**config.mk**
```make
export PLATFORM = sky130hd
export DESIGN_NAME = uart_tx
export DESIGN_NICKNAME = d
export VERILOG_FILES = /design/src/rtl/uart_pkg.sv /design/src/rtl/uart_baud_tick.sv /design/src/rtl/uart_tx.sv
export SDC_FILE = /design/constraint.sdc
export NUM_CORES = 1
export LEC_CHECK = 0
export CAP_MARGIN = 40
export CORE_ASPECT_RATIO = 0.6
export CORE_MARGIN = 8
export CORE_UTILIZATION = 45
export CTS_CLUSTER_DIAMETER = 120
export CTS_CLUSTER_SIZE = 20
export DETAILED_ROUTE_END_ITERATION = 12
export GPL_TIMING_DRIVEN = 0
export MAX_ROUTING_LAYER = met4
export PLACE_DENSITY_LB_ADDON = 0.3
export SYNTH_ARGS = -nofsm -noshare
export SYNTH_HDL_FRONTEND = slang
export SYNTH_SLANG_ARGS = --single-unit
```
**constraint.sdc**
```tcl
create_clock -name clk -period 2.7 [get_ports clk]
set_input_delay 0.27 -clock clk [delete_from_list [all_inputs] [get_ports clk]]
set_output_delay 0.27 -clock clk [all_outputs]
set_load 0.02 [all_outputs]
```
**src/rtl/uart_pkg.sv**
```systemverilog
// uart_pkg: definitions shared by the UART transmitter and receiver.
//   - transmitter and receiver state encodings
//   - even-parity helper (word is zero-extended to MAX_DATA_BITS)
//   - default bit period for the 12 MHz board clock at 9600 baud
package uart_pkg;

   localparam int DEFAULT_BAUD_DIV = 1250;  // 12 MHz / 9600 baud
   localparam int MAX_DATA_BITS    = 9;

   typedef enum logic [2:0] {
      TX_IDLE,
      TX_START,
      TX_DATA,
      TX_PARITY,
      TX_STOP
   } tx_state_e;

   // Receiver-side naming, kept here so both ends agree on frame phases.
   typedef enum logic [1:0] {
      RX_WAIT,
      RX_DATA,
      RX_PARITY,
      RX_STOP
   } rx_state_e;

   // Even parity: the bit that makes the total count of ones even.
   function automatic logic even_parity(input logic [MAX_DATA_BITS-1:0] word);
      return ^word;
   endfunction

endpackage

```
**src/rtl/uart_baud_tick.sv**
```systemverilog
// uart_baud_tick: bit-period timer for the UART transmitter.
// Ports:
//   clk      in  clock
//   rst      in  synchronous active-high reset
//   clear    in  restart the bit period (count returns to 0 next cycle)
//   tick     out high in the last clock of each BAUD_DIV-clock bit period
//   pre_tick out high in the clock before tick, so the FSM can register
//                outputs that must be valid during the last clock
module uart_baud_tick #(
   parameter int BAUD_DIV = 434
) (
   input  logic clk,
   input  logic rst,
   input  logic clear,
   output logic tick,
   output logic pre_tick
);

   localparam logic [15:0] LAST_CNT = 16'(BAUD_DIV - 1);
   localparam logic [15:0] PRE_CNT  = 16'(BAUD_DIV - 2);

   logic [15:0] cnt_q, cnt_d;

   assign tick     = (cnt_q == LAST_CNT);
   assign pre_tick = (cnt_q == PRE_CNT);

   always_comb begin
      cnt_d = cnt_q + 16'd1;
      if (clear || tick) cnt_d = 16'd0;
   end

   always_ff @(posedge clk) begin
      if (rst) cnt_q <= 16'd0;
      else     cnt_q <= cnt_d;
   end

endmodule

```
**src/rtl/uart_tx.sv**
```systemverilog
// uart_tx: UART transmitter. One word per valid/ready handshake, sent as
// start bit, LSB-first data, optional even parity, one stop bit, each bit
// BAUD_DIV clocks long.
// Ports:
//   clk     in  clock
//   rst     in  synchronous active-high reset
//   valid   in  data_in holds a word to send
//   data_in in  word to transmit (latched on accept)
//   ready   out word can be accepted this cycle (IDLE or final stop clock)
//   tx      out serial line, idle high, driven from a flop
//   done    out one-cycle pulse in the final clock of the stop bit
module uart_tx
   import uart_pkg::*;
#(
   parameter int BAUD_DIV      = 434,
   parameter int DATA_BITS     = 8,
   parameter int ENABLE_PARITY = 1
) (
   input  logic                 clk,
   input  logic                 rst,
   input  logic                 valid,
   input  logic [DATA_BITS-1:0] data_in,
   output logic                 ready,
   output logic                 tx,
   output logic                 done
);

   localparam int            BCW      = $clog2(DATA_BITS) + 1;
   localparam logic [BCW-1:0] LAST_BIT = BCW'(DATA_BITS - 1);

   tx_state_e            state_q;
   logic [DATA_BITS-1:0] shift_q;
   logic [BCW-1:0]       bit_cnt_q;
   logic                 par_q;
   logic                 tx_q;
   logic                 ready_q;
   logic                 done_q;

   logic accept;
   logic tick;
   logic pre_tick;
   logic baud_clear;
   logic data_par;

   assign accept   = valid && ready_q;
   assign data_par = even_parity(MAX_DATA_BITS'(data_in));

   // Hold the timer at zero while idle so every frame starts a fresh period.
   assign baud_clear = (state_q == TX_IDLE) || accept;

   uart_baud_tick #(
      .BAUD_DIV(BAUD_DIV)
   ) u_baud (
      .clk     (clk),
      .rst     (rst),
      .clear   (baud_clear),
      .tick    (tick),
      .pre_tick(pre_tick)
   );

   always_ff @(posedge clk) begin
      if (rst) begin
         state_q   <= TX_IDLE;
         shift_q   <= '0;
         bit_cnt_q <= '0;
         par_q     <= 1'b0;
         tx_q      <= 1'b1;
         ready_q   <= 1'b1;
         done_q    <= 1'b0;
      end else begin
         done_q <= 1'b0;
         case (state_q)
            TX_IDLE: begin
               if (accept) begin
                  shift_q <= data_in;
                  par_q   <= data_par;
                  tx_q    <= 1'b0;
                  ready_q <= 1'b0;
                  state_q <= TX_START;
               end
            end
            TX_START: begin
               if (tick) begin
                  tx_q      <= shift_q[0];
                  shift_q   <= shift_q >> 1;
                  bit_cnt_q <= '0;
                  state_q   <= TX_DATA;
               end
            end
            TX_DATA: begin
               // bit_cnt_q counts data bits already completed on the line
               if (tick) begin
                  if (bit_cnt_q == LAST_BIT) begin
                     if (ENABLE_PARITY != 0) begin
                        tx_q    <= par_q;
                        state_q <= TX_PARITY;
                     end else begin
                        tx_q    <= 1'b1;
                        state_q <= TX_STOP;
                     end
                  end else begin
                     tx_q      <= shift_q[0];
                     shift_q   <= shift_q >> 1;
                     bit_cnt_q <= bit_cnt_q + 1'b1;
                  end
               end
            end
            TX_PARITY: begin
               if (tick) begin
                  tx_q    <= 1'b1;
                  state_q <= TX_STOP;
               end
            end
            TX_STOP: begin
               // Raise ready/done one clock early so both are flops that
               // cover exactly the final stop clock.
               if (pre_tick) begin
                  ready_q <= 1'b1;
                  done_q  <= 1'b1;
               end
               if (tick) begin
                  if (accept) begin
                     // Back-to-back: next start bit with no idle gap.
                     shift_q <= data_in;
                     par_q   <= data_par;
                     tx_q    <= 1'b0;
                     ready_q <= 1'b0;
                     state_q <= TX_START;
                  end else begin
                     state_q <= TX_IDLE;
                  end
               end
            end
            default: begin
               state_q <= TX_IDLE;
               tx_q    <= 1'b1;
               ready_q <= 1'b1;
            end
         endcase
      end
   end

   assign tx    = tx_q;
   assign ready = ready_q;
   assign done  = done_q;

endmodule

```
Word level (Yosys, flattened, before mapping)
Cells that the tools add are included.
{"block": "op_classes", "reduce_logical": 17, "n_eq_ne": 14, "bitwise": 2, "n_mux": 34, "addsub": 2}
{"op": "2-to-1 mux 8 bit", "count": 5}
{"op": "equality test 16 x 9 -> 1 bit (second input constant)", "count": 2}
{"op": "case mux 8 bit (4 select lines)", "count": 1}
{"op": "2-to-1 mux 3 bit", "count": 6}
{"op": "adder 16 x 1 -> 16 bit (second input constant)", "count": 1}
{"op": "case mux 3 bit (5 select lines)", "count": 1}
{"op": "2-to-1 mux 1 bit", "count": 14}
{"op": "2-to-1 mux 4 bit", "count": 3}
{"op": "parity 9 bit", "count": 1}
{"op": "!= test 2 x 1 -> 1 bit (second input constant)", "count": 4}
{"op": "case mux 4 bit (2 select lines)", "count": 1}
{"op": "AND reduction 4 bit", "count": 2}
{"op": "equality test 3 x 2 -> 1 bit (second input constant)", "count": 2}
{"op": "!= test 2 bit (second input constant)", "count": 3}
{"op": "AND reduction 6 bit", "count": 1}
{"op": "case mux 1 bit (5 select lines)", "count": 1}
{"op": "AND reduction 5 bit", "count": 1}
{"op": "adder 4 x 1 -> 4 bit (second input constant)", "count": 1}
{"op": "equality test 4 x 3 -> 1 bit (second input constant)", "count": 1}
{"op": "AND reduction 2 bit", "count": 2}
{"op": "nonzero test 2 bit", "count": 2}
{"op": "nonzero test 4 bit", "count": 1}
{"op": "OR reduction 2 bit", "count": 2}
{"op": "equality test 3 x 1 -> 1 bit (second input constant)", "count": 1}
{"op": "8 further kinds", "count": 10}
{"block": "word_totals", "word_cells": 77, "out_inout_bits": 3, "ff_bits": 35, "in_bits": 11}

Depth between registers and ports, before layout
{"block": "logic_depth", "ltp_word": 5, "depth_mapped": 7, "depth_no_buf": 6}

Modules after synthesis
Synthesis repeated with hierarchy kept, for this count alone.
{"block": "unflattened", "hier_cells": 226, "area_unflattened_um2": 1991.9}
{"mod": "uart_tx", "n_inst": 1, "seq_area_each_um2": 380.4, "cells_per_inst": 138, "area_each_um2": 1194.9}
{"mod": "uart_baud_tick", "n_inst": 1, "seq_area_each_um2": 320.3, "cells_per_inst": 88, "area_each_um2": 797.0}

Worst setup path after synthesis
Ideal clock, no wire load.
{"block": "synth_timing", "kind": "flip-flop to flip-flop", "startpoint": "register u_baud.cnt_q[6]", "endpoint": "register shift_q[0]", "path_buffers": 1, "t_arrival_ns": 1.792, "stages_incl_launch_ff": 6, "setup_ns": 0.121, "slack_ns": 0.787, "required_time_ns": 2.579, "synth_period_minus_slack_ns": 1.913, "path_cell_list": "dfxtp_1 buf_6 or4_4 and4bb_2 o221ai_4 mux2_4"}
{"block": "synth_via", "elab_chain_len": 3, "word_cells_on_any_way": 5, "classes_between": "eq/ne (4); reduce/logical (1)"}
{"element": "from (decl)", "line": "uart_baud_tick.sv:22", "text": "logic [15:0] cnt_q, cnt_d;"}
{"element": "from (signal assigned)", "line": "uart_baud_tick.sv:34", "text": "else cnt_q <= cnt_d;"}
{"element": "equality test 16 x 9 -> 1 bit *", "line": "uart_baud_tick.sv:24", "text": "assign tick = (cnt_q == LAST_CNT);"}
{"element": "!= test 2 x 1 -> 1 bit (no line)"}
{"element": "AND reduction 5 bit (no line) *"}
{"element": "to (signal assigned)", "line": "uart_tx.sv:75", "text": "shift_q <= data_in;"}
{"element": "to (signal assigned)", "line": "uart_tx.sv:85", "text": "shift_q <= shift_q >> 1;"}
{"element": "to (signal assigned)", "line": "uart_tx.sv:103", "text": "shift_q <= shift_q >> 1;"}
{"element": "to (decl)", "line": "uart_tx.sv:32", "text": "logic [DATA_BITS-1:0] shift_q;"}
Every way passes the cells marked *; elsewhere a longest branch is shown, timed or not.
A chain may end at the register's enable or synchronous reset.

Worst setup path in the final report
{"block": "layout_timing", "startpoint": "register state_q[1]", "endpoint": "register shift_q[6]"}
{"block": "layout_via", "elab_chain_len": 3, "word_cells_on_any_way": 11, "classes_between": "eq/ne (7); mux (1); reduce/logical (3)"}
{"element": "from (decl)", "line": "uart_tx.sv:31", "text": "tx_state_e state_q;"}
{"element": "from (signal assigned)", "line": "uart_tx.sv:63", "text": "state_q <= TX_IDLE;"}
{"element": "from (signal assigned)", "line": "uart_tx.sv:79", "text": "state_q <= TX_START;"}
{"element": "from (signal assigned)", "line": "uart_tx.sv:87", "text": "state_q <= TX_DATA;"}
{"element": "equality test 3 x 2 -> 1 bit, or another cell as far along", "line": "uart_tx.sv:72", "text": "case (state_q)"}
{"element": "!= test 2 bit (no line), or another cell as far along"}
{"element": "AND reduction 5 bit (no line)"}
Parallel ways exist; a longest one is shown, timed or not.

==> impl_results.md <==
* Post-route cell area at 2430 um2
* GRT met1 Usage at 0.212
* Post-CTS Hold Buffers at 0
* Post-synth ARST share at 0
* Min Hold Slack at 0.387 ns
* Final Cycle Share at 0.809
* # DRC at 0
* Reg2Reg Setup Slack at 0.51 ns
* Syn nets at 255
* Post-synth top flop: dfxtp_1
* Via count at 1875
* Fin Setup TNS at 0 ns
* Worst Path Required at 2.87 ns
* Yosys cell types at 52
* Grt met2 use at 0.178
* Setup WS post-layout at 0.515 ns
* Full die area at 7250 um2
* DR pass1 iterations at 4
* Synth top area cells: dfxtp_1 33%, xnor2_1 4.9%, xor2_1 4.1%
* Critical Path Fanout Max at 8
* Max IR drop VDD at 0.000199 V
* Element type at the critical path start: flop
* Post-CTS Setup Bufs at 0
* Critical R2R Launch: state_q[1]$_SDFFE_PP0P_
* Rel. slew slack at 0.552
* MaxCap Viol Count at 0
* Fin nets at 274
* CTS root buffer: clkbuf_8
* RSZ-0062 raised after global routing: false
* TritonCTS Buffers at 5
* Setup slack at placement at 0.533 ns
* Critical Path End: shift_q[6]$_SDFFE_PP0P_
* Maximum number of pins on one net before global-route repair at 11
* RR Endpoint: shift_q[6]$_SDFFE_PP0P_
* Worst R2R Path Depth at 4
* HPWL after DPL at 3.77 mm
* Status: completed
* Ports at 14
* FF+latch count, synth at 35
* Share of layout cells above drive strength 1 at 0.124
* Clk_skew at 0.00707 ns
* Share of the synthesized area in the top cell type at 0.330
* CP max stage cell: xor2_1
* Routed wire length at 4.93 mm
* FP Rows at 19
* Total track usage at 0.142
* H-tree depth at 2
* Starting DRC count in detailed routing at 210
* Setup violators final at 0
* Critical path origin: state_q[1]$_SDFFE_PP0P_
* Die H at 69.2 um
* Critical path type: flop to flop
* Syn-to-layout area delta at 14.2%
* Post-Syn Instances at 240
* CTS clk-pin slew, worst paths at 0.07 ns
* Area of the multi-input gates at 1280 um2
* Crit path time final at 2.19 ns
* Syn avg cell area at 8.86 um2
* Starting density of the core at 0.466
* Sequential area share after synthesis at 0.330
* CTS tree: yes
* Max stage delay on crit path at 0.58 ns
* Worst Hold Class: primary input to flop
* Placed cells at 315
* Antenna Cells at 0
* Clock sinks at 35
* Clock latency on the worst-skew pair at 0.28 ns
* Via density at 5.82
* Static leakage at 0.840 nW
* Clock buffer depth at 2
* Area leader, netlist: dfxtp_1
* Total core area at 4560 um2
* Port Buffers at 12
* FMAX at 458 MHz
* Vias in the first global route at 1659
* CP Data Arrival Time at 2.36 ns
* Fillers at 428
* Finished Layout Cells at 322
* Crit. End Element: flop
* Die Span X at 105 um
* Crit-path cells: xor2_1 -> mux2i_1 -> o221ai_4 -> mux2_2
* EDFF count, synth at 0
* Initial antenna violation count at 0
* GP Congestion at 0.878
* Post-DRT Antenna Nets at 0
* Fin. Hold Viols at 0
* Fin. max-slew vios at 0
* First-pass GRT wire length at 8.27 mm
* Ys Warns at 0
* FF/Latch Area at 701 um2
* Post-Syn Area at 2130 um2
* Slew @ Worst Pin at 0.670 ns
* Post-DR wirelength/cell at 15.3 um
* GRT busiest layer: met1
* Post-CTS Resized at 0
* M3 GR Usage at 0.0371
* Post-Place Cell Area at 2320 um2
* Pwr dens at 477 nW/um2
* Remaining global-route overflow at 0
* Hold Crit Depth at 3
## Yosys cell counts (2+ instances only)
cell type	count
mux2_4	2
and2b_1	3
nor4_1	3
mux2i_1	2
o21ai_0	15
o31ai_1	2
nor3b_1	5
nor2b_1	7
nor2_1	20
and2_1	3
or4_1	2
buf_6	3
buf_4	4
buf_2	3
nor3_1	3
ha_1	4
a21oi_1	12
nand2_1	12
xnor2_1	12
dfxtp_1	35
mux2_2	6
and4_1	2
nand3_1	16
nand4_1	10
nand2b_1	2
or3_1	4
a31oi_1	4
xor2_1	10
o311ai_0	3
inv_1	6
clkbuf_1	4
## per-layer routing
metal / up-vias / wire length (um)
met5: - / 0
met4: 0 / 35
met3: 5 / 335
met2: 82 / 1900
met1: 880 / 2670
li1: 908 / -
## cells by family (layout without fill, tap and decap cells)
logic type | Yosys count | in the layout | share of synthesized area
AOI/OAI and AO/OA | 45 | 45 | 0.138
xor gates and xnor gates | 22 | 22 | 0.0906
adders and majority gates | 4 | 4 | 0.0235
buffers and inverters | 21 | 40 | 0.0700
DFF | 35 | 35 | 0.330
muxes | 10 | 10 | 0.0553
and+or+nand+nor | 103 | 103 | 0.293
## critical path: cells and delay by family (launching register included)
kind	cells	cell delay [ns]
muxes	2	0.63
xor gates and xnor gates	1	0.58
DFF	1	0.44
AOI/OAI and AO/OA	1	0.43
## worst min-delay path by stage
stage	from	to	slack, ns
6_report	rst	bit_cnt_q[1]$_SDFFE_PP0P_	0.39
5_1_grt	rst	bit_cnt_q[1]$_SDFFE_PP0P_	0.39
4_1_cts	rst	bit_cnt_q[1]$_SDFFE_PP0P_	0.37
3_5_place_dp	bit_cnt_q[3]$_SDFFE_PP0P_	bit_cnt_q[3]$_SDFFE_PP0P_	0.45
3_3_place_gp	bit_cnt_q[3]$_SDFFE_PP0P_	bit_cnt_q[3]$_SDFFE_PP0P_	0.45
2_1_floorplan	bit_cnt_q[3]$_SDFFE_PP0P_	bit_cnt_q[3]$_SDFFE_PP0P_	0.43
## flip-flops by register name, indices dropped and copies added (netlist names)
signal	count
bit_cnt_q	4
done	1
par_q	1
ready	1
shift_q	8
state_q	3
tx	1
u_baud.cnt_q	16
## layout by cell type (no fill, tap or decap), types with 4 or more instances in the layout
cell / instances
xnor2_1: 12
o21ai_0: 15
nor2b_1: 7
a31oi_1: 4
or3_1: 4
nor3b_1: 5
clkbuf_1: 5
clkdlybuf4s50_1: 12
nor2_1: 20
mux2_2: 6
a21oi_1: 12
nand4_1: 10
buf_4: 4
clkbuf_8: 5
dfxtp_1: 35
xor2_1: 10
nand3_1: 16
inv_1: 6
nand2_1: 12
ha_1: 4
## where the power goes
| group | switching, mW | internal (mW) |
|---|---|---|
| Sequential | 0.0111 | 0.534 |
| Clock | 0.179 | 0.271 |
| Combinational | 0.0836 | 0.0802 |
| Total | 0.274 | 0.885 |
## cell type report
class / count / area share
multi-input cells: 184 / 0.526
flip-flops and latches: 35 / 0.289
plain buffers: 15 / 0.0521
repair buffers: 12 / 0.0495
well taps: 63 / 0.0325
clock buffers: 6 / 0.0299
clock inverters: 1 / 0.0124
inverters: 6 / 0.00928
## stage by stage
stage | util | power, mW
floorplan | - | 0.667
global placement | 0.509 | 0.714
detailed placement | 0.509 | 0.719
CTS | 0.532 | 1.16
global route | 0.532 | 1.21
finish | 0.532 | 1.16
No activity file was read; power rests on OpenSTA's default activity.
